==> config.mk <==
export PLATFORM = sky130hd
export DESIGN_NAME = bullet_hit_engine_flat
export DESIGN_NICKNAME = d
export VERILOG_FILES = /design/src/rtl/bullet_hit_if.sv /design/src/rtl/bullet_hit_engine.sv /design/src/flat_wrapper.sv
export SDC_FILE = /design/constraint.sdc
export NUM_CORES = 1
export LEC_CHECK = 0
export BUFFER_PORTS_ARGS = -buffer_cell sky130_fd_sc_hd__buf_2
export CAP_MARGIN = 25
export CORE_ASPECT_RATIO = 1.1
export CORE_MARGIN = 2
export CORE_UTILIZATION = 44
export DETAILED_ROUTE_END_ITERATION = 16
export PLACE_DENSITY = 0.8
export SLEW_MARGIN = 10
export SYNTH_ARGS = -nofsm -noshare
export SYNTH_HDL_FRONTEND = slang
export SYNTH_SLANG_ARGS = --single-unit
==> constraint.sdc <==
create_clock -name clk -period 4.6 [get_ports clk]
set_input_delay 0.23 -clock clk [delete_from_list [all_inputs] [get_ports clk]]
set_output_delay 0.23 -clock clk [all_outputs]
set_load 0.005 [all_outputs]
==> src/rtl/bullet_hit_if.sv <==
// Bus between the bullet generator / player FSMs and the hit engine.
// The master drives the tick strobe, player box and bullet slots; the slave
// (the engine) returns HP, status flags and the hit/heal pulses.
interface bullet_hit_if #(
  parameter int NUM_BULLETS = 8,
  parameter int COORD_W     = 8,
  parameter int HP_W        = 8
);
  localparam int IDX_W = (NUM_BULLETS > 1) ? $clog2(NUM_BULLETS) : 1;

  logic                          tick;
  logic [COORD_W-1:0]            player_x;
  logic [COORD_W-1:0]            player_y;
  logic [COORD_W-1:0]            player_size;
  logic                          is_move;
  logic [NUM_BULLETS*2*COORD_W-1:0] bullet_pos;
  logic [NUM_BULLETS*2*COORD_W-1:0] bullet_size;
  logic [NUM_BULLETS*2-1:0]      bullet_color;
  logic [NUM_BULLETS-1:0]        bullet_valid;
  logic [HP_W-1:0]               hp;
  logic                          dead;
  logic                          hit_pulse;
  logic                          heal_pulse;
  logic [IDX_W-1:0]              hit_index;
  logic                          invuln;
  logic                          busy;

  modport master (
    output tick, player_x, player_y, player_size, is_move,
           bullet_pos, bullet_size, bullet_color, bullet_valid,
    input  hp, dead, hit_pulse, heal_pulse, hit_index, invuln, busy
  );

  modport slave (
    input  tick, player_x, player_y, player_size, is_move,
           bullet_pos, bullet_size, bullet_color, bullet_valid,
    output hp, dead, hit_pulse, heal_pulse, hit_index, invuln, busy
  );
endinterface

==> src/rtl/bullet_hit_engine.sv <==
// Collision and damage engine for the battle screen.
//
//   state | meaning
//   IDLE  | waiting for a game tick (a pending start is held in start_q)
//   SCAN  | one bullet slot evaluated per clock, idx_q = slot under test
//   APPLY | single cycle: commit damage / heal / death and raise pulses
//
// A tick accepted at edge t latches the player box and decrements the
// invulnerability counter; the FSM enters SCAN one edge later, so slot k is
// evaluated in the cycle after edge t+1+k and results land at edge t+N+2.
module bullet_hit_engine #(
  parameter int NUM_BULLETS = 8,
  parameter int COORD_W     = 8,
  parameter int HP_W        = 8,
  parameter int MAX_HP      = 100,
  parameter int DMG         = 5,
  parameter int HEAL        = 3,
  parameter int IFRAMES     = 10
) (
  input  logic        clk,
  input  logic        reset,
  bullet_hit_if.slave bus
);

  localparam int IDX_W  = (NUM_BULLETS > 1) ? $clog2(NUM_BULLETS) : 1;
  localparam int INV_W  = (IFRAMES > 0) ? $clog2(IFRAMES + 1) : 1;
  localparam int SLOT_W = 2 * COORD_W;

  localparam logic [IDX_W-1:0] LAST_IDX   = IDX_W'(NUM_BULLETS - 1);
  localparam logic [HP_W-1:0]  MAX_HP_V   = HP_W'(MAX_HP);
  localparam logic [HP_W-1:0]  DMG_V      = HP_W'(DMG);
  localparam logic [HP_W:0]    MAX_HP_EXT = (HP_W + 1)'(MAX_HP);
  localparam logic [HP_W:0]    HEAL_EXT   = (HP_W + 1)'(HEAL);
  localparam logic [INV_W-1:0] IFRAMES_V  = INV_W'(IFRAMES);

  typedef enum logic [1:0] {
    S_IDLE  = 2'd0,
    S_SCAN  = 2'd1,
    S_APPLY = 2'd2
  } state_t;

  state_t             state_q, state_d;
  logic               start_q, start_d;
  logic [IDX_W-1:0]   idx_q, idx_d;
  logic [COORD_W-1:0] px_q, px_d, py_q, py_d, ps_q, ps_d;
  logic               move_q, move_d;
  logic               dmg_found_q, dmg_found_d;
  logic [IDX_W-1:0]   dmg_idx_q, dmg_idx_d;
  logic               heal_found_q, heal_found_d;
  logic [INV_W-1:0]   inv_cnt_q, inv_cnt_d;
  logic [HP_W-1:0]    hp_q, hp_d;
  logic               dead_q, dead_d;
  logic               hit_pulse_q, hit_pulse_d;
  logic               heal_pulse_q, heal_pulse_d;
  logic [IDX_W-1:0]   hit_index_q, hit_index_d;

  logic               accept_tick;
  logic [SLOT_W-1:0]  slot_pos, slot_size;
  logic [1:0]         slot_color;
  logic               slot_valid;
  logic [COORD_W-1:0] bx, by, bw, bh;
  logic [COORD_W:0]   bx_end, by_end, px_end, py_end;
  logic               collide, hit_dmg, hit_heal;
  logic               apply_dmg;
  logic [HP_W-1:0]    h1;
  logic [HP_W:0]      heal_sum;

  // Ticks are taken only from a quiet IDLE; anything else is dropped.
  assign accept_tick = (state_q == S_IDLE) && !start_q && bus.tick && !dead_q;

  // Current slot extraction and box-overlap test, sums one bit wider than coords.
  always_comb begin
    slot_pos   = bus.bullet_pos[idx_q*SLOT_W +: SLOT_W];
    slot_size  = bus.bullet_size[idx_q*SLOT_W +: SLOT_W];
    slot_color = bus.bullet_color[idx_q*2 +: 2];
    slot_valid = bus.bullet_valid[idx_q];
    bx = slot_pos[SLOT_W-1:COORD_W];
    by = slot_pos[COORD_W-1:0];
    bw = slot_size[SLOT_W-1:COORD_W];
    bh = slot_size[COORD_W-1:0];
    bx_end = {1'b0, bx} + {1'b0, bw};
    by_end = {1'b0, by} + {1'b0, bh};
    px_end = {1'b0, px_q} + {1'b0, ps_q};
    py_end = {1'b0, py_q} + {1'b0, ps_q};
    collide = slot_valid && (bw != '0) && (bh != '0) &&
              ({1'b0, px_q} < bx_end) && ({1'b0, bx} < px_end) &&
              ({1'b0, py_q} < by_end) && ({1'b0, by} < py_end);
    hit_dmg  = 1'b0;
    hit_heal = 1'b0;
    case (slot_color)
      2'd0:    hit_dmg  = collide;
      2'd1:    hit_dmg  = collide && move_q;
      2'd2:    hit_dmg  = collide && !move_q;
      default: hit_heal = collide;
    endcase
  end

  // Damage / heal arithmetic used during APPLY.
  always_comb begin
    apply_dmg = dmg_found_q && (inv_cnt_q == '0);
    h1 = hp_q;
    if (apply_dmg) begin
      h1 = (hp_q > DMG_V) ? (hp_q - DMG_V) : '0;
    end
    heal_sum = {1'b0, h1} + HEAL_EXT;
  end

  // FSM next-state logic.
  always_comb begin
    state_d = state_q;
    start_d = 1'b0;
    case (state_q)
      S_IDLE: begin
        if (start_q) begin
          state_d = S_SCAN;
        end else if (accept_tick) begin
          start_d = 1'b1;
        end
      end
      S_SCAN: begin
        if (idx_q == LAST_IDX) begin
          state_d = S_APPLY;
        end
      end
      S_APPLY: state_d = S_IDLE;
      default: state_d = S_IDLE;
    endcase
  end

  // Datapath next-state: tick latch, scan accumulation, HP commit.
  always_comb begin
    idx_d        = idx_q;
    px_d         = px_q;
    py_d         = py_q;
    ps_d         = ps_q;
    move_d       = move_q;
    dmg_found_d  = dmg_found_q;
    dmg_idx_d    = dmg_idx_q;
    heal_found_d = heal_found_q;
    inv_cnt_d    = inv_cnt_q;
    hp_d         = hp_q;
    dead_d       = dead_q;
    hit_pulse_d  = 1'b0;
    heal_pulse_d = 1'b0;
    hit_index_d  = hit_index_q;

    if (accept_tick) begin
      px_d         = bus.player_x;
      py_d         = bus.player_y;
      ps_d         = bus.player_size;
      move_d       = bus.is_move;
      dmg_found_d  = 1'b0;
      heal_found_d = 1'b0;
      idx_d        = '0;
      if (inv_cnt_q != '0) begin
        inv_cnt_d = inv_cnt_q - INV_W'(1);
      end
    end

    if (state_q == S_SCAN) begin
      if (hit_dmg && !dmg_found_q) begin
        dmg_found_d = 1'b1;
        dmg_idx_d   = idx_q;
      end
      if (hit_heal) begin
        heal_found_d = 1'b1;
      end
      if (idx_q != LAST_IDX) begin
        idx_d = idx_q + IDX_W'(1);
      end
    end

    if (state_q == S_APPLY) begin
      if (h1 == '0) begin
        hp_d   = '0;
        dead_d = 1'b1;
      end else if (heal_found_q) begin
        hp_d         = (heal_sum > MAX_HP_EXT) ? MAX_HP_V : heal_sum[HP_W-1:0];
        heal_pulse_d = 1'b1;
      end else begin
        hp_d = h1;
      end
      if (apply_dmg) begin
        inv_cnt_d   = IFRAMES_V;
        hit_index_d = dmg_idx_q;
        hit_pulse_d = 1'b1;
      end
    end
  end

  // FSM state register.
  always_ff @(posedge clk) begin
    if (reset) begin
      state_q <= S_IDLE;
      start_q <= 1'b0;
    end else begin
      state_q <= state_d;
      start_q <= start_d;
    end
  end

  // Datapath registers; reset restores full HP and clears any scan in flight.
  always_ff @(posedge clk) begin
    if (reset) begin
      idx_q        <= '0;
      px_q         <= '0;
      py_q         <= '0;
      ps_q         <= '0;
      move_q       <= 1'b0;
      dmg_found_q  <= 1'b0;
      dmg_idx_q    <= '0;
      heal_found_q <= 1'b0;
      inv_cnt_q    <= '0;
      hp_q         <= MAX_HP_V;
      dead_q       <= 1'b0;
      hit_pulse_q  <= 1'b0;
      heal_pulse_q <= 1'b0;
      hit_index_q  <= '0;
    end else begin
      idx_q        <= idx_d;
      px_q         <= px_d;
      py_q         <= py_d;
      ps_q         <= ps_d;
      move_q       <= move_d;
      dmg_found_q  <= dmg_found_d;
      dmg_idx_q    <= dmg_idx_d;
      heal_found_q <= heal_found_d;
      inv_cnt_q    <= inv_cnt_d;
      hp_q         <= hp_d;
      dead_q       <= dead_d;
      hit_pulse_q  <= hit_pulse_d;
      heal_pulse_q <= heal_pulse_d;
      hit_index_q  <= hit_index_d;
    end
  end

  assign bus.hp         = hp_q;
  assign bus.dead       = dead_q;
  assign bus.hit_pulse  = hit_pulse_q;
  assign bus.heal_pulse = heal_pulse_q;
  assign bus.hit_index  = hit_index_q;
  assign bus.invuln     = (inv_cnt_q != '0);
  assign bus.busy       = (state_q != S_IDLE);

endmodule

==> src/flat_wrapper.sv <==
// flat-port wrapper written by rule: the top's interface ports become plain ports
module bullet_hit_engine_flat 
#(
  parameter int NUM_BULLETS = 8,
  parameter int COORD_W     = 8,
  parameter int HP_W        = 8,
  parameter int MAX_HP      = 100,
  parameter int DMG         = 5,
  parameter int HEAL        = 3,
  parameter int IFRAMES     = 10
)
  (clk, reset, bus_tick, bus_player_x, bus_player_y, bus_player_size, bus_is_move, bus_bullet_pos, bus_bullet_size, bus_bullet_color, bus_bullet_valid, bus_hp, bus_dead, bus_hit_pulse, bus_heal_pulse, bus_hit_index, bus_invuln, bus_busy);
  bullet_hit_if #(.NUM_BULLETS(NUM_BULLETS), .COORD_W(COORD_W), .HP_W(HP_W)) bus_i ();
  input  logic clk;
  input  logic reset;
  input wire logic [$bits(bus_i.tick)-1:0] bus_tick;
  input wire logic [$bits(bus_i.player_x)-1:0] bus_player_x;
  input wire logic [$bits(bus_i.player_y)-1:0] bus_player_y;
  input wire logic [$bits(bus_i.player_size)-1:0] bus_player_size;
  input wire logic [$bits(bus_i.is_move)-1:0] bus_is_move;
  input wire logic [$bits(bus_i.bullet_pos)-1:0] bus_bullet_pos;
  input wire logic [$bits(bus_i.bullet_size)-1:0] bus_bullet_size;
  input wire logic [$bits(bus_i.bullet_color)-1:0] bus_bullet_color;
  input wire logic [$bits(bus_i.bullet_valid)-1:0] bus_bullet_valid;
  output wire logic [$bits(bus_i.hp)-1:0] bus_hp;
  output wire logic [$bits(bus_i.dead)-1:0] bus_dead;
  output wire logic [$bits(bus_i.hit_pulse)-1:0] bus_hit_pulse;
  output wire logic [$bits(bus_i.heal_pulse)-1:0] bus_heal_pulse;
  output wire logic [$bits(bus_i.hit_index)-1:0] bus_hit_index;
  output wire logic [$bits(bus_i.invuln)-1:0] bus_invuln;
  output wire logic [$bits(bus_i.busy)-1:0] bus_busy;
  assign bus_i.tick = bus_tick;
  assign bus_i.player_x = bus_player_x;
  assign bus_i.player_y = bus_player_y;
  assign bus_i.player_size = bus_player_size;
  assign bus_i.is_move = bus_is_move;
  assign bus_i.bullet_pos = bus_bullet_pos;
  assign bus_i.bullet_size = bus_bullet_size;
  assign bus_i.bullet_color = bus_bullet_color;
  assign bus_i.bullet_valid = bus_bullet_valid;
  assign bus_hp = bus_i.hp;
  assign bus_dead = bus_i.dead;
  assign bus_hit_pulse = bus_i.hit_pulse;
  assign bus_heal_pulse = bus_i.heal_pulse;
  assign bus_hit_index = bus_i.hit_index;
  assign bus_invuln = bus_i.invuln;
  assign bus_busy = bus_i.busy;
  bullet_hit_engine #(.NUM_BULLETS(NUM_BULLETS), .COORD_W(COORD_W), .HP_W(HP_W), .MAX_HP(MAX_HP), .DMG(DMG), .HEAL(HEAL), .IFRAMES(IFRAMES)) u_core (.clk(clk), .reset(reset), .bus(bus_i));
endmodule
======== Word-level counts from Yosys, hierarchy flattened ========
Index checks and enable logic that the tools add are counted.
operators by class
  magnitude comparators ................... 7
  equality and inequality tests ........... 8
  reduce and logical (&&, ||, !) cells .... 33
  bitwise logic cells ..................... 2
  shift-type cells ........................ 3
  $add $sub $neg .......................... 8
  muxes and demuxes ....................... 28
operators with widths
  cell                                                            count
  variable part select 128 x 8 -> 16 bit                          2
  two-way mux 8 bit                                               5
  adder 8 x 8 -> 9 bit                                            4
  < comparator 8 x 9 -> 1 bit                                     4
  two-way mux 4 bit                                               4
  nonzero test 8 bit                                              2
  variable part select 16 x 5 -> 2 bit                            1
  logical AND 1 bit                                               13
  two-way mux 1 bit                                               11
  adder 8 x 2 -> 9 bit (second input constant)                    1
  greater-than comparator 9 x 7 -> 1 bit (second input constant)  1
  two-way mux 3 bit                                               3
  OR reduction 3 bit                                              3
  greater-than comparator 8 x 3 -> 1 bit (second input constant)  1
  logical NOT 8 bit                                               1
  AND reduction 2 bit                                             4
  subtractor 8 x 3 -> 8 bit (second input constant)               1
  == test 2 x 1 -> 1 bit (second input constant)                  2
  == test 2 bit (second input constant)                           2
  logical NOT 1 bit                                               4
  logical NOT 2 bit                                               2
  logical NOT 4 bit                                               1
  < comparator 3 x 4 -> 1 bit (second input constant)             1
  two-way mux 2 bit                                               2
  other kinds (12)                                                14
storage, ports and cells
  bits in registers ....................... 54
  input bits .............................. 308
  output and inout bits ................... 16

======== Longest topological paths before layout ========
Gate-level depths: netlist (run 1).
  depth in word-level cells ............... 13
  mapped depth ............................ 24

======== Worst setup path before layout (run 1) ========
No wires, ideal clock.
  path type ............................... reg2reg
  start ................................... reg u_core.idx_q[0]
  end ..................................... reg u_core.dmg_idx_q[1]
  stages on the path, launching flop included .. 21
  data required time ...................... 4.468 ns
  buffers on the path ..................... 5
  slack ................................... -0.161 ns
  setup time .............................. 0.132 ns
  arrival ................................. 4.629 ns
  path through ............................ dfxtp_1 buf_6 buf_12 buf_4 buf_4 buf_2 mux4_2 mux2_2 fa_1 a21o_1 a21oi_1 nor2b_1 o21a_1 nor2_1 xor2_1 ha_1 a211oi_1 o21ai_0 a311oi_2 a31o_1 a21oi_2
on the way
  word-level cells in the longest chain between the ends .. 12
ends and longest elaborated chain
  what                                                          line                      text
  from (decl)                                                   bullet_hit_engine.sv:44   logic [IDX_W-1:0] idx_q, idx_d;
  from (signal assigned)                                        bullet_hit_engine.sv:220  idx_q <= idx_d;
  branches (longest 9 deep; another with adder 8 x 8 -> 9 bit)  -
  case mux 1 bit (3 select lines) *                             bullet_hit_engine.sv:90   case (slot_color)
  logical AND 1 bit *                                           bullet_hit_engine.sv:161  if (hit_dmg && !dmg_found_q) begin
  AND reduction 2 bit (no source line) *                        -
  to (signal assigned)                                          bullet_hit_engine.sv:226  dmg_idx_q <= dmg_idx_d;
  to (decl)                                                     bullet_hit_engine.sv:48   logic [IDX_W-1:0] dmg_idx_q, dmg_idx_d;
Mark *: on every way between the ends. The select of a mux whose other input is x is not followed.
A chain may end at the register's enable or synchronous reset.

======== Worst setup path after layout (run 1) ========
  start ................................... reg u_core.idx_q[0]
  end ..................................... reg u_core.dmg_idx_q[2]
The elaborated chain is that of the path after synthesis.

==> metrics.md, run 1 <==
| Metric | Value |
|---|---|
| Top FF cell, synth | dfxtp_1 |
| CTS tree | done |
| Peak VDD IR | 0.131 mV |
| Dpl ws | 0.0394 ns |
| Post-CTS Hold Buffers | 0 |
| Post-synthesis async set-or-reset flop share | 0% |
| Net count after synthesis | 1096 |
| Crit path max fanout | 7 |
| Synth Instances | 713 |
| Clock Sinks | 54 |
| Distinct cells, synth | 73 |
| GR Util All Layers | 30.8% |
| Vias in the first global route | 7078 |
| R2R setup slack | 0.26 ns |
| GP Congestion | 1.01 |
| Nets | 1412 |
| Initial antenna violation count | 15 |
| Tcrit/Tclk final | 94.4% |
| Crit path arrival time | 4.57 ns |
| Crit path launch | u_core.idx_q[0]$_SDFF_PP0_ |
| Final Hold Fails | 0 |
| GRT Residual Overflow | 0 |
| Area grow syn2layout | 31.8% |
| Root Buffer Master | clkbuf_16 |
| Post-route ant nets | 0 |
| Clock skew | 0.00854 ns |
| DRC | 0 |
| Initial Utilization | 45.1% |
| Worst R2R Start | u_core.idx_q[0]$_SDFF_PP0_ |
| Req. time, crit path | 4.83 ns |
| Vias per cell | 5.83 |
| Most common cell after layout, fill and taps aside | buf_2 |
| FF-to-FF path depth | 19 |
| Via count | 7201 |
| PortBufs | 323 |
| CORE AREA | 15100 sq um |
| Rel. slew slack | 40.4% |
| Most frequent cells in the layout | buf_2, nand2_1, a21oi_1 |
| Pre-antenna DRT Iters | 5 |
| Max-cap violations | 0 |
| Number of flops mapped to enable cells by yosys | 0 |
| CP Capture Type | register |
| Die ar. | 16500 sq um |
| Layout cells sized above 1 | 47.2% |
| # rows | 47 |
| FMAX | 0.230 GHz |
| Clock latency on the worst-skew pair | 0.30 ns |
| Clock slew at reported path FFs | 0.08 ns |
| Drt initial violations | 605 |
| Die Y | 135 um |
| Post-layout util | 59.5% |
| Synthesized area | 6820 sq um |
| Largest net degree at the start of global routing | 55 |
| Worst setup path class | reg -> reg |
| Yosys warns | 0 |
| Lkg Pwr | 4.03 nW |
| DR WL/cell | 21.1 um |
| Routed WL | 26000 um |
| Worst hold-check path type | in -> reg |
| Type of origin of the critical path | register |
| Die span in x | 123 um |
| Min Hold Slack | 0.161 ns |
| First-pass GRT wire length | 38700 um |
| Slew of the pin with the lowest slew margin | 0.869 ns |
| CTS H-tree lvls | 2 |
| Total CTS buffers | 5 |
| Leading area contributor after synthesis | mux4_2 |
| Post-synth top area share | 20.8% |
| FF+latch count, synth | 54 |
| Hold path start | bus_player_x[3] |
| Max-slew violation total from the final report | 0 |
| Hpwl dp | 22200 um |
| Area contributors post-synth | mux4_2, dfxtp_1, ha_1 |
| Hold path depth | 3 |
| Post-synthesis sequential area ratio | 15.9% |
| Final setup violation count | 0 |
| Outcome | completed |
| Power Density | 191 nW/um^2 |
| Io pins | 324 |
| Max clock buf depth | 2 |
| Minimum clock period | 4.34 ns |
| Avg Cell Area, Syn | 9.56 sq um |
| Setup WS post-layout | 0.259 ns |
==> through the flow <==
stage,setup TNS [ns],cells,area (sq um),power (W)
floorplan,0,713,6830,0.00103
global placement,0,1206,8620,0.00128
detailed placement,0,1206,8620,0.00129
CTS,0,1214,8770,0.00170
global route,-0.0109,1231,8970,0.00183
finish,0,1235,8980,0.00172
==> routing by layer <==
metal	GRT usage, %	up-vias	part of all wire (%)
li1	-	3368	-
met1	37.2	3412	39
met2	54.4	357	50
met3	6.97	54	8.8
met4	8.68	10	2.8
met5	0	-	0.28
==> critical path, stage by stage, from the launching register on <==
cell and delay (ns):
dfxtp_4 0.40, buf_12 0.13, buf_4 0.10, buf_4 0.15, mux4_2 0.50, mux2_2 0.32, fa_1 0.45, a21o_1 0.19
a21oi_2 0.17, nor2b_1 0.07, o21a_1 0.17, nor2_1 0.11, xor2_1 0.18, ha_1 0.27, a211oi_1 0.19, o21ai_0 0.17
a311oi_2 0.23, buf_4 0.19, nand4_1 0.13, a21oi_2 0.16
==> area by class of cell <==
| cell class | count | area [sq um] |
|---|---|---|
| tap | 196 | 245 |
| timing repair buffer | 350 | 1920 |
| sequential | 54 | 1090 |
| clock inverter | 3 | 28.8 |
| fill | 1317 | 6130 |
| antenna | 9 | 22.5 |
| inverter | 38 | 143 |
| clock buffer | 5 | 125 |
| multi-input combinational | 580 | 5410 |
==> worst paths after layout <==
check / to
max: u_core.dmg_idx_q[2]$_SDFFE_PP0P_
min: u_core.px_q[3]$_SDFFE_PP0P_
max reg2reg: u_core.dmg_idx_q[2]$_SDFFE_PP0P_
min reg2reg: u_core.bus.hit_index[1]$_SDFFE_PP0P_
==> sequential cells by signal (all words and copies together) (netlist names), 2 cells and up <==
name                  count
u_core.bus.hit_index      3
u_core.bus.hp             8
u_core.dmg_idx_q          3
u_core.idx_q              3
u_core.inv_cnt_q          4
u_core.ps_q               8
u_core.px_q               8
u_core.py_q               8
u_core.state_q            2
==> cells by family (layout without fill, tap and decap cells) <==
family	after synthesis	after routing	share of synthesized area [%]
DFF	54	54	15.9
buffers and inverters	79	396	5.27
adders and majority gates	75	75	14.2
and+or+nand+nor	196	196	14.6
AOI/OAI and AO/OA	171	171	16.5
muxes	110	110	30.0
xor gates and xnor gates	28	28	3.60
other	0	9	0
==> power breakdown <==
| group | leakage (nW) | internal [W] | switching, W | total, W |
|---|---|---|---|---|
| Combinational | 3.51 | 0.000419 | 0.000379 | 0.000798 |
| Sequential | 0.442 | 0.000490 | 0.0000289 | 0.000519 |
| Clock | 0.0764 | 0.000209 | 0.000193 | 0.000403 |
==> synthesized netlist by cell type (7+ instances only) <==
master     n
a211oi_1   7
a21o_1    16
a21oi_1   78
buf_2      7
clkbuf_1  21
dfxtp_1   54
ha_1      71
inv_1     38
mux2_2    31
mux2i_1    9
mux4_1     7
mux4_2    63
nand2_1   86
nand3_1   11
nand4_1    7
nor2_1    30
nor3_1    11
o21ai_0   14
o21bai_1   8
xnor2_1   17
xor2_1    11
==> repair_timing <==
action / in CTS / in global routing
resized for setup: 0 / 11
setup buffers: 0 / 8
endpoints found under the hold margin: 0 / 0
setup endpoints to repair: 0 / 5
(Power assumes the default switching activity.)
==> run 2, diff against run 1 <==
- BUFFER_PORTS_ARGS: -buffer_cell sky130_fd_sc_hd__buf_2 -> -buffer_cell sky130_fd_sc_hd__buf_4
==> run 2 against run 1 <==
  * Register-to-register slack hardly changed
  * Sequential cell count stayed put
  * Cell count is 0.24% higher
  * Via count is 0.19% higher
  * Utilization is 5.5 points higher
  * Fmax is 0.16% higher
  * Non-clock buffer count is 3 higher
  * Combinational power is 10% higher
  * Clock skew is 0.0022 ns higher
==> metrics.md, run 2 (synthesis results as in run 1) <==
| Metric | Value |
|---|---|
| Hold path depth | 3 |
| Comb power frac | 49.1% |
| Worst R2R Start | u_core.idx_q[0]$_SDFF_PP0_ |
| CP Capture Type | register |
| Seq pwr share | 29.1% |
| Post-route cell area | 9810 sq um |
| Die Y | 135 um |
| Crit path arrival time | 4.56 ns |
| Rel. slew slack | 56.1% |
| Via count | 7215 |
| CORE AREA | 15100 sq um |
| Sw Ratio | 33.2% |
| Pre-antenna DRT Iters | 4 |
| Hpwl dp | 22700 um |
| Slew of the pin with the lowest slew margin | 0.651 ns |
| Largest net degree at the start of global routing | 55 |
| CTS tree | done |
| Type of origin of the critical path | register |
| PortBufs | 323 |
| GRT Residual Overflow | 0 |
| CP max stage cell | mux4_2 |
| Hold path start | bus_player_x[5] |
| FF-to-FF path depth | 18 |
| Vias in the first global route | 7268 |
| Switching power | 0.000593 W |
| Tcrit/Tclk final | 94.2% |
| Final Hold Fails | 0 |
| Lkg Pwr | 4.31 nW |
| GP Congestion | 0.944 |
| Max-cap violations | 0 |
| Post-route ant nets | 0 |
| Area grow syn2layout | 43.9% |
| # rows | 47 |
| Cell family with most CP delay | compound AO/OA/AOI/OAI gates |
| Internal | 0.00120 W |
| Setup WS post-layout | 0.265 ns |
| Vias per cell | 5.83 |
| Io pins | 324 |
| Max clock buf depth | 2 |
| Clock skew | 0.0107 ns |
| Clock latency on the worst-skew pair | 0.29 ns |
| Layout cells sized above 1 | 47.4% |
| Outcome | completed |
| Peak VDD IR | 0.184 mV |
| Clock Sinks | 54 |
| Power Density | 182 nW/um^2 |
| Total CTS buffers | 5 |
| Area post-placement | 9430 sq um |
| First-pass GRT wire length | 39700 um |
| Crit path max fanout | 8 |
| Nets | 1415 |
| Clock slew at reported path FFs | 0.08 ns |
| Initial Utilization | 45.1% |
| CP bufs+invs | 3 |
| Minimum clock period | 4.33 ns |
| Dpl ws | 0.0558 ns |
| CP Cell Sequence | buf_6 -> buf_4 -> mux4_2 -> mux2_2 -> ha_1 -> a21o_1 -> a21oi_1 -> o21bai_1 -> a21oi_1 -> xnor2_1 -> ha_1 -> a21o_1 -> a211oi_1 -> o21ai_1 -> a311oi_2 -> buf_4 -> nand4_1 -> a21oi_2 |
| Max incr delay on CP | 0.54 ns |
| DRC | 0 |
| FMAX | 0.231 GHz |
| Die ar. | 16500 sq um |
| Hold endpoint | u_core.px_q[5]$_SDFFE_PP0P_ |
| Final setup violation count | 0 |
| Drt initial violations | 568 |
| Worst setup path class | reg -> reg |
| Most frequent cells in the layout | buf_4, nand2_1, a21oi_1 |
| CTS H-tree lvls | 2 |
| Routed WL | 26700 um |
| Worst hold-check path type | in -> reg |
| Req. time, crit path | 4.82 ns |
| Die span in x | 123 um |
| DR WL/cell | 21.6 um |
| Max-slew violation total from the final report | 0 |
| Clk pwr share | 21.9% |
| R2R setup slack | 0.27 ns |
| Reg-to-reg endpoint | u_core.dmg_idx_q[2]$_SDFFE_PP0P_ |
| Initial antenna violation count | 12 |
| GR Util All Layers | 31.7% |
| Root Buffer Master | clkbuf_16 |
| Most common cell after layout, fill and taps aside | buf_4 |
## run 2: stage by stage
stage | setup TNS [ns] | hold WS (ns) | power, W | utilization [%] | std cells
detailed placement | 0 | 0.458 | 0.00137 | 62.4 | 1209
finish | 0 | 0.181 | 0.00179 | 64.9 | 1238
global placement | 0 | 0.448 | 0.00135 | 62.4 | 1209
floorplan | 0 | 0.366 | 0.00103 | - | 713
global route | -0.00538 | 0.191 | 0.00190 | 64.9 | 1234
CTS | 0 | 0.178 | 0.00176 | 63.4 | 1217
## run 2: layout make-up
| class | instances | area [sq um] |
|---|---|---|
| fillers | 1270 | 5300 |
| diodes | 9 | 22.5 |
| well taps | 196 | 245 |
| flip-flops and latches | 54 | 1090 |
| clock buffers | 5 | 125 |
| multi-input cells | 580 | 5410 |
| repair buffers | 353 | 2750 |
| inverters | 38 | 143 |
| clock inverters | 3 | 28.8 |
## run 2: worst max-delay path by stage
stage	start	end	slack, ns	cells past startpoint
final	u_core.idx_q[0]$_SDFF_PP0_	u_core.dmg_idx_q[2]$_SDFFE_PP0P_	0.27	18
after global routing	u_core.idx_q[0]$_SDFF_PP0_	u_core.dmg_idx_q[2]$_SDFFE_PP0P_	-0.005	20
after CTS	u_core.idx_q[0]$_SDFF_PP0_	u_core.dmg_idx_q[2]$_SDFFE_PP0P_	0.02	16
after detailed placement	u_core.idx_q[0]$_SDFF_PP0_	u_core.dmg_idx_q[2]$_SDFFE_PP0P_	0.06	16
after global placement	u_core.idx_q[0]$_SDFF_PP0_	u_core.dmg_idx_q[1]$_SDFFE_PP0P_	0.18	16
after floorplan	u_core.idx_q[0]$_SDFF_PP0_	u_core.dmg_idx_q[1]$_SDFFE_PP0P_	0.04	20
## run 2: power groups by stage
| stage | Combinational (W) | Clock, W | Sequential, W |
|---|---|---|---|
| 2_1_floorplan | 0.000511 | 0 | 0.000518 |
| 3_3_place_gp | 0.000816 | 0 | 0.000532 |
| 3_5_place_dp | 0.000839 | 0 | 0.000533 |
| 4_1_cts | 0.000843 | 0.000398 | 0.000522 |
| 5_1_grt | 0.000964 | 0.000414 | 0.000523 |
| 6_report | 0.000878 | 0.000391 | 0.000520 |
## run 2: routing by layer
layer	share of wire (%)	track usage, %	vias to the layer above	wire (um)
li1	-	-	3376	-
met1	38	38.0	3380	10200
met2	48	53.9	360	12800
met3	8.5	7.05	87	2290
met4	5.1	14.5	12	1370
met5	0.28	0	-	76
## run 2: tightest hold or removal path: cells and delay by family
kind,cells,cell delay (ns)
AO/OA/AOI/OAI,1,0.05
AND/OR/NAND/NOR,1,0.05
buffers and inverters,1,0.11
## run 2: timing repair
item,CTS,global route
setup endpoints to repair,0,5
setup buffers,0,9
hold buffers,0,0
resized for setup,0,14
